**config.mk**
```make
export PLATFORM = sky130hd
export DESIGN_NAME = smac_vol_seq
export DESIGN_NICKNAME = d
export VERILOG_FILES = /design/src/rtl/smac_seq_pkg.sv /design/src/rtl/smac_wrap_cnt.sv /design/src/rtl/smac_vol_seq.sv
export SDC_FILE = /design/constraint.sdc
export NUM_CORES = 1
export LEC_CHECK = 0
export ABC_AREA = 1
export ABC_CLOCK_PERIOD_IN_PS = 3000
export BUFFER_PORTS_ARGS = -buffer_cell sky130_fd_sc_hd__buf_2
export CAP_MARGIN = 40
export CORE_MARGIN = 3
export CORE_UTILIZATION = 57
export DETAILED_ROUTE_END_ITERATION = 8
export PLACE_DENSITY_LB_ADDON = 0.12
export SLEW_MARGIN = 30
export SYNTH_ARGS = -nofsm -noshare
export SYNTH_HDL_FRONTEND = slang
export SYNTH_SLANG_ARGS = --single-unit
export TNS_END_PERCENT = 30
```
**constraint.sdc**
```tcl
create_clock -name clk -period 3 [get_ports clk]
set_input_delay 0.15 -clock clk [delete_from_list [all_inputs] [get_ports clk]]
set_output_delay 0.15 -clock clk [all_outputs]
set_load 0.005 [all_outputs]
```
**src/rtl/smac_seq_pkg.sv**
```systemverilog
// Shared types and helpers for the SMAC conv-volume sequencer (smac_vol_seq).
package smac_seq_pkg;

   typedef enum logic [2:0] {
      ST_IDLE       = 3'd0,
      ST_LOAD_ACT   = 3'd1,
      ST_PRIME      = 3'd2,
      ST_ACCUM      = 3'd3,
      ST_DRAIN      = 3'd4,
      ST_WRITE_BACK = 3'd5,
      ST_FINISH     = 3'd6
   } state_e;

   // Counter width for a range of n values, never narrower than one bit.
   function automatic int unsigned cnt_w(input int unsigned n);
      if (n < 32'd2) begin
         return 32'd1;
      end else begin
         return $clog2(n);
      end
   endfunction

   function automatic int unsigned clamp_wbits(input int unsigned v, input int unsigned vmax);
      if ((v == 32'd0) || (v > vmax)) begin
         return vmax;
      end else begin
         return v;
      end
   endfunction

   function automatic int unsigned clamp_nfil(input int unsigned v, input int unsigned vmax);
      if (v == 32'd0) begin
         return 32'd1;
      end else if (v > vmax) begin
         return vmax;
      end else begin
         return v;
      end
   endfunction

endpackage

```
**src/rtl/smac_wrap_cnt.sv**
```systemverilog
// Enabled up-counter with runtime terminal value; wraps to zero and flags the wrap cycle.
module smac_wrap_cnt #(
   parameter int unsigned W = 4
) (
   input  logic         clk,
   input  logic         rst,
   input  logic         clr,
   input  logic         en,
   input  logic [W-1:0] term,
   output logic [W-1:0] cnt,
   output logic         wrap
);

   localparam logic [W-1:0] ONE = W'(1);

   logic [W-1:0] cnt_q, cnt_d;

   assign wrap = en && (cnt_q == term);
   assign cnt  = cnt_q;

   always_comb begin
      cnt_d = cnt_q;
      if (clr) begin
         cnt_d = '0;
      end else if (wrap) begin
         cnt_d = '0;
      end else if (en) begin
         cnt_d = cnt_q + ONE;
      end else begin
         cnt_d = cnt_q;
      end
   end

   always_ff @(posedge clk or posedge rst) begin
      if (rst) begin
         cnt_q <= '0;
      end else begin
         cnt_q <= cnt_d;
      end
   end

endmodule

```
**src/rtl/smac_vol_seq.sv**
```systemverilog
// KxK bit-serial conv-volume sequencer for the SMAC engine.
// Defining SMAC_SEQ_PERF_EN adds the stall_cycles / wb_wait_cycles counters.
module smac_vol_seq
   import smac_seq_pkg::*;
#(
   parameter int unsigned KERNEL     = 3,
   parameter int unsigned W_BITS_MAX = 8,
   parameter int unsigned MAX_FIL    = 64,
   parameter int unsigned PIPE_DEPTH = 3
) (
   input  logic                                 clk,
   input  logic                                 rst,
   input  logic                                 start,
   input  logic [cnt_w(W_BITS_MAX+32'd1)-1:0]   cfg_wbits,
   input  logic [cnt_w(MAX_FIL+32'd1)-1:0]      cfg_nfil,
   input  logic                                 core_stall_n,
   input  logic                                 wb_ack,
   output logic                                 act_load,
   output logic                                 wei_load,
   output logic                                 acc_en,
   output logic                                 acc_clr,
   output logic                                 neg_en,
   output logic                                 wb,
   output logic                                 done,
   output logic                                 busy,
   output logic [cnt_w(W_BITS_MAX)-1:0]         bit_idx,
   output logic [cnt_w(KERNEL*KERNEL)-1:0]      tap_idx,
   output logic [cnt_w(MAX_FIL)-1:0]            fil_idx
`ifdef SMAC_SEQ_PERF_EN
   ,
   output logic [31:0]                          stall_cycles,
   output logic [31:0]                          wb_wait_cycles
`endif
);

   localparam int unsigned TAPS  = KERNEL * KERNEL;
   localparam int unsigned BIT_W = cnt_w(W_BITS_MAX);
   localparam int unsigned TAP_W = cnt_w(TAPS);
   localparam int unsigned FIL_W = cnt_w(MAX_FIL);
   localparam int unsigned PD_W  = cnt_w(PIPE_DEPTH);

   localparam logic [TAP_W-1:0] TAP_LAST = TAP_W'(TAPS - 32'd1);
   localparam logic [PD_W-1:0]  PD_LAST  = PD_W'(PIPE_DEPTH - 32'd1);

   state_e state_q, state_d;
   logic [BIT_W-1:0] b_last_q, b_last_d;
   logic [FIL_W-1:0] f_last_q, f_last_d;

   logic start_s;
   logic bit_en_s, bit_wrap_s, tap_wrap_s, fil_en_s, fil_wrap_s, pd_en_s, pd_wrap_s;
   logic [BIT_W-1:0] bit_cnt_s;
   logic [TAP_W-1:0] tap_cnt_s;
   logic [FIL_W-1:0] fil_cnt_s;
   logic [PD_W-1:0]  pd_cnt_s;

   assign start_s  = (state_q == ST_IDLE) && start;
   assign bit_en_s = (state_q == ST_ACCUM) && core_stall_n;
   assign fil_en_s = (state_q == ST_WRITE_BACK) && wb_ack;
   // One counter serves both PRIME (stall-gated) and DRAIN (free-running).
   assign pd_en_s  = ((state_q == ST_PRIME) && core_stall_n) || (state_q == ST_DRAIN);

   smac_wrap_cnt #(.W(BIT_W)) u_bit_cnt (
      .clk(clk), .rst(rst), .clr(start_s), .en(bit_en_s),
      .term(b_last_q), .cnt(bit_cnt_s), .wrap(bit_wrap_s)
   );

   smac_wrap_cnt #(.W(TAP_W)) u_tap_cnt (
      .clk(clk), .rst(rst), .clr(start_s), .en(bit_wrap_s),
      .term(TAP_LAST), .cnt(tap_cnt_s), .wrap(tap_wrap_s)
   );

   smac_wrap_cnt #(.W(FIL_W)) u_fil_cnt (
      .clk(clk), .rst(rst), .clr(start_s), .en(fil_en_s),
      .term(f_last_q), .cnt(fil_cnt_s), .wrap(fil_wrap_s)
   );

   smac_wrap_cnt #(.W(PD_W)) u_pd_cnt (
      .clk(clk), .rst(rst), .clr(start_s), .en(pd_en_s),
      .term(PD_LAST), .cnt(pd_cnt_s), .wrap(pd_wrap_s)
   );

   assign bit_idx = bit_cnt_s;
   assign tap_idx = tap_cnt_s;
   assign fil_idx = fil_cnt_s;
   assign busy    = (state_q != ST_IDLE);

   always_comb begin
      b_last_d = b_last_q;
      f_last_d = f_last_q;
      if (start_s) begin
         b_last_d = BIT_W'(clamp_wbits(32'(cfg_wbits), W_BITS_MAX) - 32'd1);
         f_last_d = FIL_W'(clamp_nfil(32'(cfg_nfil), MAX_FIL) - 32'd1);
      end else begin
         b_last_d = b_last_q;
         f_last_d = f_last_q;
      end
   end

   always_comb begin
      state_d  = state_q;
      act_load = 1'b0;
      wei_load = 1'b0;
      acc_en   = 1'b0;
      acc_clr  = 1'b0;
      neg_en   = 1'b0;
      wb       = 1'b0;
      done     = 1'b0;
      case (state_q)
         ST_IDLE: begin
            acc_clr = 1'b1;
            if (start) begin
               state_d = ST_LOAD_ACT;
            end else begin
               state_d = ST_IDLE;
            end
         end
         ST_LOAD_ACT: begin
            if (core_stall_n) begin
               act_load = 1'b1;
               state_d  = ST_PRIME;
            end else begin
               state_d  = ST_LOAD_ACT;
            end
         end
         ST_PRIME: begin
            if (core_stall_n) begin
               wei_load = 1'b1;
               if (pd_wrap_s) begin
                  state_d = ST_ACCUM;
               end else begin
                  state_d = ST_PRIME;
               end
            end else begin
               state_d = ST_PRIME;
            end
         end
         ST_ACCUM: begin
            if (core_stall_n) begin
               wei_load = 1'b1;
               acc_en   = 1'b1;
               neg_en   = (bit_cnt_s == b_last_q);
               if (tap_wrap_s) begin
                  state_d = ST_DRAIN;
               end else begin
                  state_d = ST_ACCUM;
               end
            end else begin
               state_d = ST_ACCUM;
            end
         end
         ST_DRAIN: begin
            acc_en = 1'b1;
            if (pd_wrap_s) begin
               state_d = ST_WRITE_BACK;
            end else begin
               state_d = ST_DRAIN;
            end
         end
         ST_WRITE_BACK: begin
            wb = 1'b1;
            if (wb_ack) begin
               if (fil_wrap_s) begin
                  state_d = ST_FINISH;
               end else begin
                  acc_clr = 1'b1;
                  state_d = ST_PRIME;
               end
            end else begin
               state_d = ST_WRITE_BACK;
            end
         end
         ST_FINISH: begin
            done    = 1'b1;
            state_d = ST_IDLE;
         end
         default: begin
            state_d = ST_IDLE;
         end
      endcase
   end

   always_ff @(posedge clk or posedge rst) begin
      if (rst) begin
         state_q  <= ST_IDLE;
         b_last_q <= '0;
         f_last_q <= '0;
      end else begin
         state_q  <= state_d;
         b_last_q <= b_last_d;
         f_last_q <= f_last_d;
      end
   end

`ifdef SMAC_SEQ_PERF_EN
   logic [31:0] stall_q, stall_d, wbw_q, wbw_d;
   logic        stall_ev_s, wbw_ev_s;

   assign stall_ev_s = !core_stall_n && ((state_q == ST_LOAD_ACT) ||
                                         (state_q == ST_PRIME) || (state_q == ST_ACCUM));
   assign wbw_ev_s   = (state_q == ST_WRITE_BACK) && !wb_ack;

   always_comb begin
      stall_d = stall_q;
      wbw_d   = wbw_q;
      if (start_s) begin
         stall_d = 32'd0;
         wbw_d   = 32'd0;
      end else begin
         if (stall_ev_s && (stall_q != 32'hFFFF_FFFF)) begin
            stall_d = stall_q + 32'd1;
         end else begin
            stall_d = stall_q;
         end
         if (wbw_ev_s && (wbw_q != 32'hFFFF_FFFF)) begin
            wbw_d = wbw_q + 32'd1;
         end else begin
            wbw_d = wbw_q;
         end
      end
   end

   always_ff @(posedge clk or posedge rst) begin
      if (rst) begin
         stall_q <= 32'd0;
         wbw_q   <= 32'd0;
      end else begin
         stall_q <= stall_d;
         wbw_q   <= wbw_d;
      end
   end

   assign stall_cycles   = stall_q;
   assign wb_wait_cycles = wbw_q;
`endif

endmodule

```
==> results of run 1 <==
==> Yosys cell counts <==
cell,n,area (um2)
nand2_1,54,203
dfrtp_1,27,676
inv_1,19,71.3
nand3_1,16,80.1
o21ai_0,15,75.1
nor2_1,13,48.8
xor2_1,11,96.3
xnor2_1,9,78.8
a21oi_1,7,35.0
ha_1,6,75.1
nand4_1,5,31.3
inv_2,4,15.0
nand2_2,3,18.8
nor3_1,3,15.0
buf_2,2,10.0
nand2_4,1,11.3
nand4_2,1,12.5
nor2_2,1,6.26
nor2_4,1,11.3
nor2_8,1,20.0
nor3b_1,1,7.51
nor4_1,1,6.26
o21ai_1,1,5.00
o21bai_1,1,7.51
o22ai_1,1,6.26
o311ai_1,1,8.76
or2_2,1,6.26
==> power by group through the flow <==
stage / clock [W] / sequential [W] / combinational, W
finish: 0.000159 / 0.000568 / 0.000529
global route: 0.000181 / 0.000587 / 0.000609
CTS: 0.000162 / 0.000569 / 0.000538
detailed placement: 0 / 0.000576 / 0.000532
global placement: 0 / 0.000572 / 0.000523
floorplan: 0 / 0.000560 / 0.000403
==> worst paths after layout <==
path                                    endpoint  slack [ps]  cells past startpoint
worst min-delay path                 b_last_q[0]         130                      4
min in group asynchronous            b_last_q[2]         390                      3
max in group asynchronous       u_fil_cnt.cnt[1]        2240                      3
worst max-delay path                     acc_clr        1160                      7
worst max register to register  u_fil_cnt.cnt[5]        1300                      6
worst min register to register        state_q[0]         520                      1
==> critical path, cell delays in order (launching register included) <==
cell and delay (ps):
dfrtp_1 440, inv_2 120, nand3_1 150, nor2_1 130, nand4_1 150, nand2_1 200
nand2_1 60, buf_2 120
==> stage by stage <==
stage | setup slack [ps] | power, W
3_5_place_dp | 1340 | 0.00111
6_report | 1160 | 0.00126
5_1_grt | 970 | 0.00138
2_1_floorplan | 1710 | 0.000964
3_3_place_gp | 1360 | 0.00109
4_1_cts | 1130 | 0.00127
==> state kept, by name (all words and copies together), names as in the netlist <==
| register | count |
|---|---|
| f_last_q | 6 |
| u_fil_cnt.cnt | 6 |
| u_tap_cnt.cnt | 4 |
| b_last_q | 3 |
| state_q | 3 |
| u_bit_cnt.cnt | 3 |
| u_pd_cnt.cnt | 2 |
==> per-layer routing <==
metal	routed length [um]	GRT usage, %	vias up
met5	0	0	-
met1	1550	27.3	626
met4	19	5.06	0
met2	1310	30.7	40
li1	-	-	752
met3	170	3.92	2
==> what timing repair did <==
item,4_1_cts,5_1_grt
buffers inserted,0,0
hold buffers,1,0
endpoints found under the hold margin,27,0
==> cell type report <==
cell class	instances	area, um2	area share [%]
Inverter	23	86.3	4.59
Timing Repair Buffer	37	190	10.1
Multi-Input combinational cell	154	866	46.0
Sequential cell	27	676	35.9
Tap cell	30	37.5	1.99
Clock buffer	4	26.3	1.40
==> logic make-up after synthesis <==
| logic type | synth area share, % |
|---|---|
| flops | 41.3 |
| fa+ha+maj | 4.58 |
| xor+xnor | 10.7 |
| simple gates | 29.2 |
| buf+inv | 5.88 |
| compound gates | 8.40 |
==> impl_metrics.csv, run 1 <==
group,metric,value,unit
drt,drt_iter0_markers,55,
drt,wl_per_cell,11.1,um
floorplan,die_area,0.00355,mm2
power_and_ir_drop,ir_drop,0.604,mV
cts,htree_levels,1,
worst_setup_path,worst-path-max-fanout,6,
logic_synthesis,ys_ff_latch,27,
place,dp.cells,270,
layout,fin_nets,268,
power_and_ir_drop,power.density,668,mW/mm2
floorplan,num_rows,18,
worst_setup_path,end_kind,"primary output",
grt,antenna_found_initial,0,
layout,drive_gt1_share,21.6,%
drt,drt-total-wl,3.04,mm
cts,cts_resized,0,
logic_synthesis,synthCells,206,
worst_setup_path,cp-startpoint,"state_q[1]",
power_and_ir_drop,p_int,0.000747,W
place,gp_congestion,0.796,
cts,clk_pin_slew_worst_paths,150,ps
logic_synthesis,synth.yosys.seq_area_share,41.3,%
layout,post-route-util,72.0,%
grt,grtUsageTotal,19.5,%
drt,drc,0,
job,max_cap_violations,0,
layout,layout_common_cells,"54 x nand2_1, 36 x buf_2, 27 x dfrtp_1, 18 x inv_1, 16 x nand3_1",
timing,holdWs,131,ps
grt,globalRouteOverflowTotal,0,
layout,fin_cells,275,
grt,grt_max_degree,28,
cts,clock-sinks,27,
floorplan,ioPinCount,37,
cts,clk_latency,320,ps
timing,rsz0062_at_grt,"false",
layout,antenna_cells,0,
timing,fin_crit_sh,61.3,%
timing,setup_viol,0,
place,place_area,0.00185,mm2
timing,skew,4.08,ps
timing,slew_violations,0,
power_and_ir_drop,power_frac_clock,12.7,%
layout,fill_cells,217,
drt,routed_via_density,5.16,
drt,postRouteAntennaNets,0,
timing,period_minus_slack,1840,ps
cts,clk_path_buf_depth,2,
timing,fin_setup_tns,0,ps
floorplan,die_h,59.6,um
place,port_buffers,36,
grt,grt_pass1_wl,5.26,mm
cts,cts_tree,"done",
power_and_ir_drop,leakagePower,1.06,nW
layout,mostFrequentLayoutCell,"nand2_1",
layout,syn_to_final_growth,14.9,%
worst_setup_path,timing.rr.start,"state_q[0]",
place,post-dp-hpwl,2.41,mm
layout,fin_area,0.00188,mm2
worst_setup_path,arrival,1690,ps
drt,vias,1420,
outcome,outcome,"completed",
floorplan,die_x,59.6,um
drt,first_pass_iters,4,
logic_synthesis,avgSynthCellArea,7.95,um2
worst_setup_path,critical_path_required,2850,ps
grt,grt_pass1_vias,1243,
floorplan,core-area,0.00261,mm2
logic_synthesis,syn_area,0.00164,mm2
power_and_ir_drop,power.switching,0.000510,W
logic_synthesis,synth_nets,228,
floorplan,start_util,62.7,%
logic_synthesis,synth_cell_types,27,
min_path,hp-start,"cfg_wbits[0]",
timing,achievable-frequency,543,MHz
min_path,min_path_type,"primary input to flip-flop",
power_and_ir_drop,comb_power_share,42.1,%
power_and_ir_drop,seqPwrFrac,45.2,%
power_and_ir_drop,power.switching_fraction,40.6,%
logic_synthesis,ys_warn_count,0,
cts,cts-root-buf,"clkbuf_4",
timing,slew_headroom,60.7,%
timing,tightest_slew,588,ps
timing,hold_viol_final,0,
cts,cts_buffers,3,
worst_setup_path,critical_path_class,"flip-flop to primary output",
worst_setup_path,cp-start-kind,"flip-flop",
Note: power is estimated with default switching activity, not from simulation.
==> run 2: changes to the inputs <==
--- a/config.mk
+++ b/config.mk
@@ -6,11 +6,11 @@
 export NUM_CORES = 1
 export LEC_CHECK = 0
 export ABC_AREA = 1
-export ABC_CLOCK_PERIOD_IN_PS = 3000
+export ABC_CLOCK_PERIOD_IN_PS = 1600
 export BUFFER_PORTS_ARGS = -buffer_cell sky130_fd_sc_hd__buf_2
 export CAP_MARGIN = 40
 export CORE_MARGIN = 3
-export CORE_UTILIZATION = 57
+export CORE_UTILIZATION = 48
 export DETAILED_ROUTE_END_ITERATION = 8
 export PLACE_DENSITY_LB_ADDON = 0.12
 export SLEW_MARGIN = 30
==> constraint.sdc (replaced) <==
create_clock -name clk -period 1.6 [get_ports clk]
set_input_delay 0.08 -clock clk [delete_from_list [all_inputs] [get_ports clk]]
set_output_delay 0.08 -clock clk [all_outputs]
set_load 0.005 [all_outputs]
==> run 2 against run 1 <==
  * Sequential share of layout area down 2.6 points
  * Wire length up 11%
  * Combinational power up 120%
  * Non-clock buffer count up 13
  * Clock power up 90%
  * Critical path depth down 4
  * Largest cell class unchanged
==> impl_metrics.csv, run 2 (synthesized netlist as in run 1, its figures left out) <==
group,metric,value,unit
timing,setup_viol,0,
worst_setup_path,slowest_stage,"dfrtp_1",
drt,vias,1460,
drt,first_pass_iters,5,
place,port_buffers,36,
worst_setup_path,cp-start-kind,"flip-flop",
floorplan,die_area,0.00415,mm2
cts,cts-root-buf,"clkbuf_4",
worst_setup_path,reg2reg_to,"state_q[0]",
timing,setup_slack,27.3,ps
cts,cts_buffers,3,
min_path,min_path_type,"primary input to flip-flop",
layout,regArea,676,um2
place,place_area,0.00191,mm2
floorplan,ioPinCount,37,
min_path,hold_end,"b_last_q[0]",
layout,multi_input_area,896,um2
drt,drt-total-wl,3.37,mm
timing,slew_violations,0,
grt,grt_max_degree,28,
cts,clk_pin_slew_worst_paths,150,ps
layout,fill_cells,298,
timing,hold_viol_final,0,
floorplan,die_h,64.4,um
timing,skew,7.80,ps
grt,grt_pass1_wl,5.92,mm
layout,mostFrequentLayoutCell,"nand2_1",
worst_setup_path,path_cells,"buf_4, nor4_1, buf_2",
power_and_ir_drop,power.density,1250,mW/mm2
power_and_ir_drop,finalPower,0.00253,W
layout,post-route-util,64.3,%
worst_setup_path,critical_path_required,1520,ps
place,gp_congestion,0.813,
worst_setup_path,arrival,1490,ps
timing,achievable-frequency,636,MHz
layout,drive_gt1_share,27.9,%
grt,globalRouteOverflowTotal,0,
layout,layout_common_cells,"53 x nand2_1, 36 x buf_2, 27 x dfrtp_1, 19 x inv_1, 15 x o21ai_0",
timing,rsz0062_at_grt,"true",
power_and_ir_drop,ir_drop,0.704,mV
layout,fin_area,0.00203,mm2
floorplan,num_rows,20,
worst_setup_path,critical_path_class,"flip-flop to primary output",
drt,routed_via_density,4.83,
cts,clock-sinks,27,
floorplan,core-area,0.00315,mm2
worst_setup_path,worst-path-max-fanout,2,
floorplan,die_x,64.4,um
timing,fin_crit_sh,98.3,%
timing,slew_headroom,71.9,%
power_and_ir_drop,leakagePower,1.13,nW
worst_setup_path,end_kind,"primary output",
layout,fin_nets,281,
layout,syn_to_final_growth,23.8,%
drt,postRouteAntennaNets,0,
place,place_ws,171,ps
layout,fin_cells,302,
drt,drc,0,
drt,drt_iter0_markers,124,
place,post-dp-hpwl,2.54,mm
cts,clk_latency,330,ps
worst_setup_path,r2r_slack,140,ps
worst_setup_path,critPathMaxStageDelay,420,ps
timing,tightest_slew,418,ps
worst_setup_path,r2r.worst_path.cells,6,
worst_setup_path,timing.rr.start,"state_q[1]",
timing,period_minus_slack,1570,ps
job,max_cap_violations,0,
drt,wl_per_cell,11.1,um
grt,grtUsageTotal,17.9,%
cts,cts_tree,"done",
grt,grt_pass1_vias,1360,
cts,clk_path_buf_depth,2,
grt,antenna_found_initial,0,
cts,htree_levels,1,
outcome,outcome,"completed",
min_path,hold_depth,4,
floorplan,start_util,51.9,%
min_path,hp-start,"cfg_wbits[0]",
layout,antenna_cells,0,
place,dp.cells,290,
-- run 2: cell count changes in the layout (fill, tap and decap cells not counted), sizes merged --
cell and change:
buf +13, clkinv +1, clkbuf -1
-- run 2: timing repair --
item,4_1_cts,5_1_grt
hold endpoints to repair,27,0
gates cloned,0,0
hold buffers,1,0
resized for setup,2,4
buffers inserted,4,3
pin swaps,1,2
endpoints found under the setup margin,1,6
-- run 2: report_power, final --
group	total (W)	internal (W)	switching [W]	leakage, nW
Sequential	0.00107	0.000887	0.000185	0.355
Clock	0.000302	0.0000940	0.000208	0.0177
Combinational	0.00115	0.000521	0.000632	0.760
-- run 2: worst max-delay path, delay by kind of cell (launching register included) --
| family | cells | cell delay [ps] |
|---|---|---|
| buffers and inverters | 2 | 330 |
| DFF | 1 | 420 |
| and+or+nand+nor | 1 | 400 |
-- run 2: area by class of cell --
class / count / share of cell area, %
well taps: 44 / 2.71
clock inverters: 1 / 0.247
inverters: 23 / 4.26
multi-input cells: 154 / 44.2
flip-flops and latches: 27 / 33.3
clock buffers: 3 / 1.11
repair buffers: 50 / 14.2
-- run 2: metrics by stage --
step,hold WS (ps),setup TNS [ps]
2_1_floorplan,133,0
3_3_place_gp,152,0
3_5_place_dp,161,0
4_1_cts,9.77,-5.12
5_1_grt,56.2,-250
6_report,15.1,0
-- run 2: routing by layer --
layer / vias to the layer above / routed length (um) / GRT usage (%)
met5: - / 0 / 0
met4: 0 / 38 / 5.54
met3: 4 / 176 / 3.81
met2: 32 / 1400 / 26.8
met1: 647 / 1750 / 25.7
li1: 777 / - / -
-- run 2: how the worst max path moves through the flow --
stage                 from               end  depth (start not counted)
6_report        state_q[1]          act_load                          3
5_1_grt        f_last_q[1]           acc_clr                          7
4_1_cts         state_q[2]            neg_en                          6
3_5_place_dp    state_q[0]        state_q[0]                          5
3_3_place_gp    state_q[2]  u_tap_cnt.cnt[0]                          8
2_1_floorplan   state_q[2]        state_q[0]                          8
==> run 3: changes to the inputs <==
--- a/config.mk
+++ b/config.mk
@@ -12,7 +12,7 @@
 export CORE_MARGIN = 3
 export CORE_UTILIZATION = 48
 export DETAILED_ROUTE_END_ITERATION = 8
-export PLACE_DENSITY_LB_ADDON = 0.12
+export PLACE_DENSITY = 0.75
 export SLEW_MARGIN = 30
 export SYNTH_ARGS = -nofsm -noshare
 export SYNTH_HDL_FRONTEND = slang
==> run 3 against run 2 <==
  * The run now ends with setup timing left
  * Combinational power is 8% lower
  * Cell count shrank 1.7%
  * Non-clock buffer count shrank 5
  * Setup slack got worse by 34 ps
  * Fmax is 2.1% lower
  * Total power shrank 3.6%
  * Via count rose by 0.27%
  * First-iteration DRC count shrank 47%
  * Flip-flop and latch count unchanged
==> impl_metrics.csv, run 3 (synthesized netlist as in run 1, its figures left out) <==
group,metric,value,unit
outcome,outcome,"complete, but fails checks",
outcome,violations,"setup timing",
place,post-dp-hpwl,2.50,mm
floorplan,ioPinCount,37,
layout,fill_cells,280,
worst_setup_path,end_kind,"primary output",
timing,tightest_slew,340,ps
worst_setup_path,slowest_stage,"dfrtp_1",
timing,achievable-frequency,623,MHz
timing,slew_violations,0,
layout,layout_common_cells,"53 x nand2_1, 36 x buf_2, 24 x dfrtp_1, 19 x inv_1",
cts,clk_path_buf_depth,2,
cts,clk_pin_slew_worst_paths,140,ps
grt,grtUsageTotal,16.9,%
grt,antenna_found_initial,0,
worst_setup_path,path_cells,"inv_2, nand3_2, nor2_1, nand4_1, nand2_2, nand2_1, buf_2",
drt,postRouteAntennaNets,0,
cts,clock-sinks,27,
job,max_cap_violations,0,
timing,rsz0062_at_grt,"true",
cts,htree_levels,1,
worst_setup_path,cp-start-kind,"flip-flop",
floorplan,start_util,51.9,%
worst_setup_path,critPathMaxStageDelay,440,ps
worst_setup_path,critical_path_class,"flip-flop to primary output",
layout,mostFrequentLayoutCell,"nand2_1",
floorplan,core-area,0.00315,mm2
layout,drive_gt1_share,27.3,%
min_path,hold_depth,4,
drt,routed_via_density,4.93,
layout,post-route-util,63.3,%
power_and_ir_drop,leakagePower,1.10,nW
timing,period_minus_slack,1610,ps
cts,cts_tree,"done",
worst_setup_path,critical_path_required,1520,ps
timing,hold_viol_final,0,
drt,drt_iter0_markers,66,
worst_setup_path,r2r.worst_path.cells,8,
cts,cts_buffers,3,
timing,fin_setup_tns,-6.27,ps
power_and_ir_drop,ir_drop,0.911,mV
grt,grt_pass1_wl,5.68,mm
worst_setup_path,arrival,1530,ps
timing,skew,5.20,ps
drt,drt-total-wl,3.39,mm
floorplan,num_rows,20,
floorplan,die_area,0.00415,mm2
grt,grt_pass1_vias,1353,
grt,grt_max_degree,28,
power_and_ir_drop,power.density,1220,mW/mm2
layout,multi_input_area,897,um2
timing,slew_headroom,77.4,%
timing,setup_slack,-6.27,ps
layout,syn_to_final_growth,21.8,%
timing,setup_viol,1,
cts,clk_latency,320,ps
cts,cts-root-buf,"clkbuf_4",
floorplan,die_x,64.4,um
layout,regArea,679,um2
drt,wl_per_cell,11.4,um
min_path,min_path_type,"primary input to flip-flop",
worst_setup_path,worst-path-max-fanout,5,
drt,vias,1464,
place,port_buffers,36,
place,gp_congestion,0.806,
drt,drc,0,
drt,first_pass_iters,4,
timing,fin_crit_sh,100,%
grt,globalRouteOverflowTotal,0,
layout,fin_nets,276,
layout,antenna_cells,0,
floorplan,die_h,64.4,um
-- run 3: changes by cell type in the layout (fill, tap and decap cells not counted), sizes merged --
cell	before	now
buf	49	44
clkbuf	3	4
clkinv	1	0
-- run 3: power breakdown --
part	total [W]	switching (W)	internal (W)	leakage, nW
logic	0.00106	0.000604	0.000461	0.733
clock network	0.000288	0.000190	0.0000974	0.0150
registers	0.00109	0.000198	0.000887	0.350
-- run 3: per-stage QoR --
step	setup slack, ps	area [um2]	instances	power, W	hold slack [ps]
after floorplan	312	1640	206	0.00181	133
after global placement	184	1890	287	0.00208	150
after detailed placement	152	1890	287	0.00210	154
after CTS	15.3	1950	294	0.00240	30.1
after global routing	-77.7	1990	297	0.00266	53.7
final	-6.27	1990	297	0.00244	32.9
-- run 3: layout make-up --
| cell class | instances | share of cell area [%] |
|---|---|---|
| multi-input cells | 154 | 45.0 |
| flip-flops and latches | 27 | 34.1 |
| repair buffers | 45 | 12.5 |
| inverters | 23 | 4.33 |
| well taps | 44 | 2.76 |
| clock buffers | 4 | 1.32 |
-- run 3: timing repair --
| action | CTS | global route |
|---|---|---|
| endpoints found under the hold margin | 27 | 0 |
| pin swaps | 1 | 0 |
| setup buffers | 2 | 3 |
| setup endpoints to repair | 1 | 4 |
| gates resized for setup | 3 | 6 |
| hold buffers | 1 | 0 |
| gates cloned | 0 | 0 |
-- run 3: worst max-delay path, delay by kind of cell, from the launching register on --
family | cells | cell delay [ps]
AND/OR/NAND/NOR | 5 | 540
flip-flops | 1 | 440
buffers and inverters | 2 | 230
-- run 3: worst paths after layout --
check | start | end | slack [ps]
min reg2reg | f_last_q[2] | f_last_q[2] | 520
max | state_q[1] | acc_clr | -6
max in group asynchronous | rst | state_q[2] | 990
min | cfg_wbits[0] | b_last_q[0] | 30
max reg2reg | state_q[2] | state_q[0] | 150
min in group asynchronous | rst | f_last_q[0] | 340
-- run 3: metal layers --
metal,vias to the layer above,global-route usage [%],part of all wire [%]
li1,758,-,-
met1,676,22.9,48
met2,28,28.4,48
met3,2,1.73,3.3
met4,0,5.80,0.86
met5,-,0,0
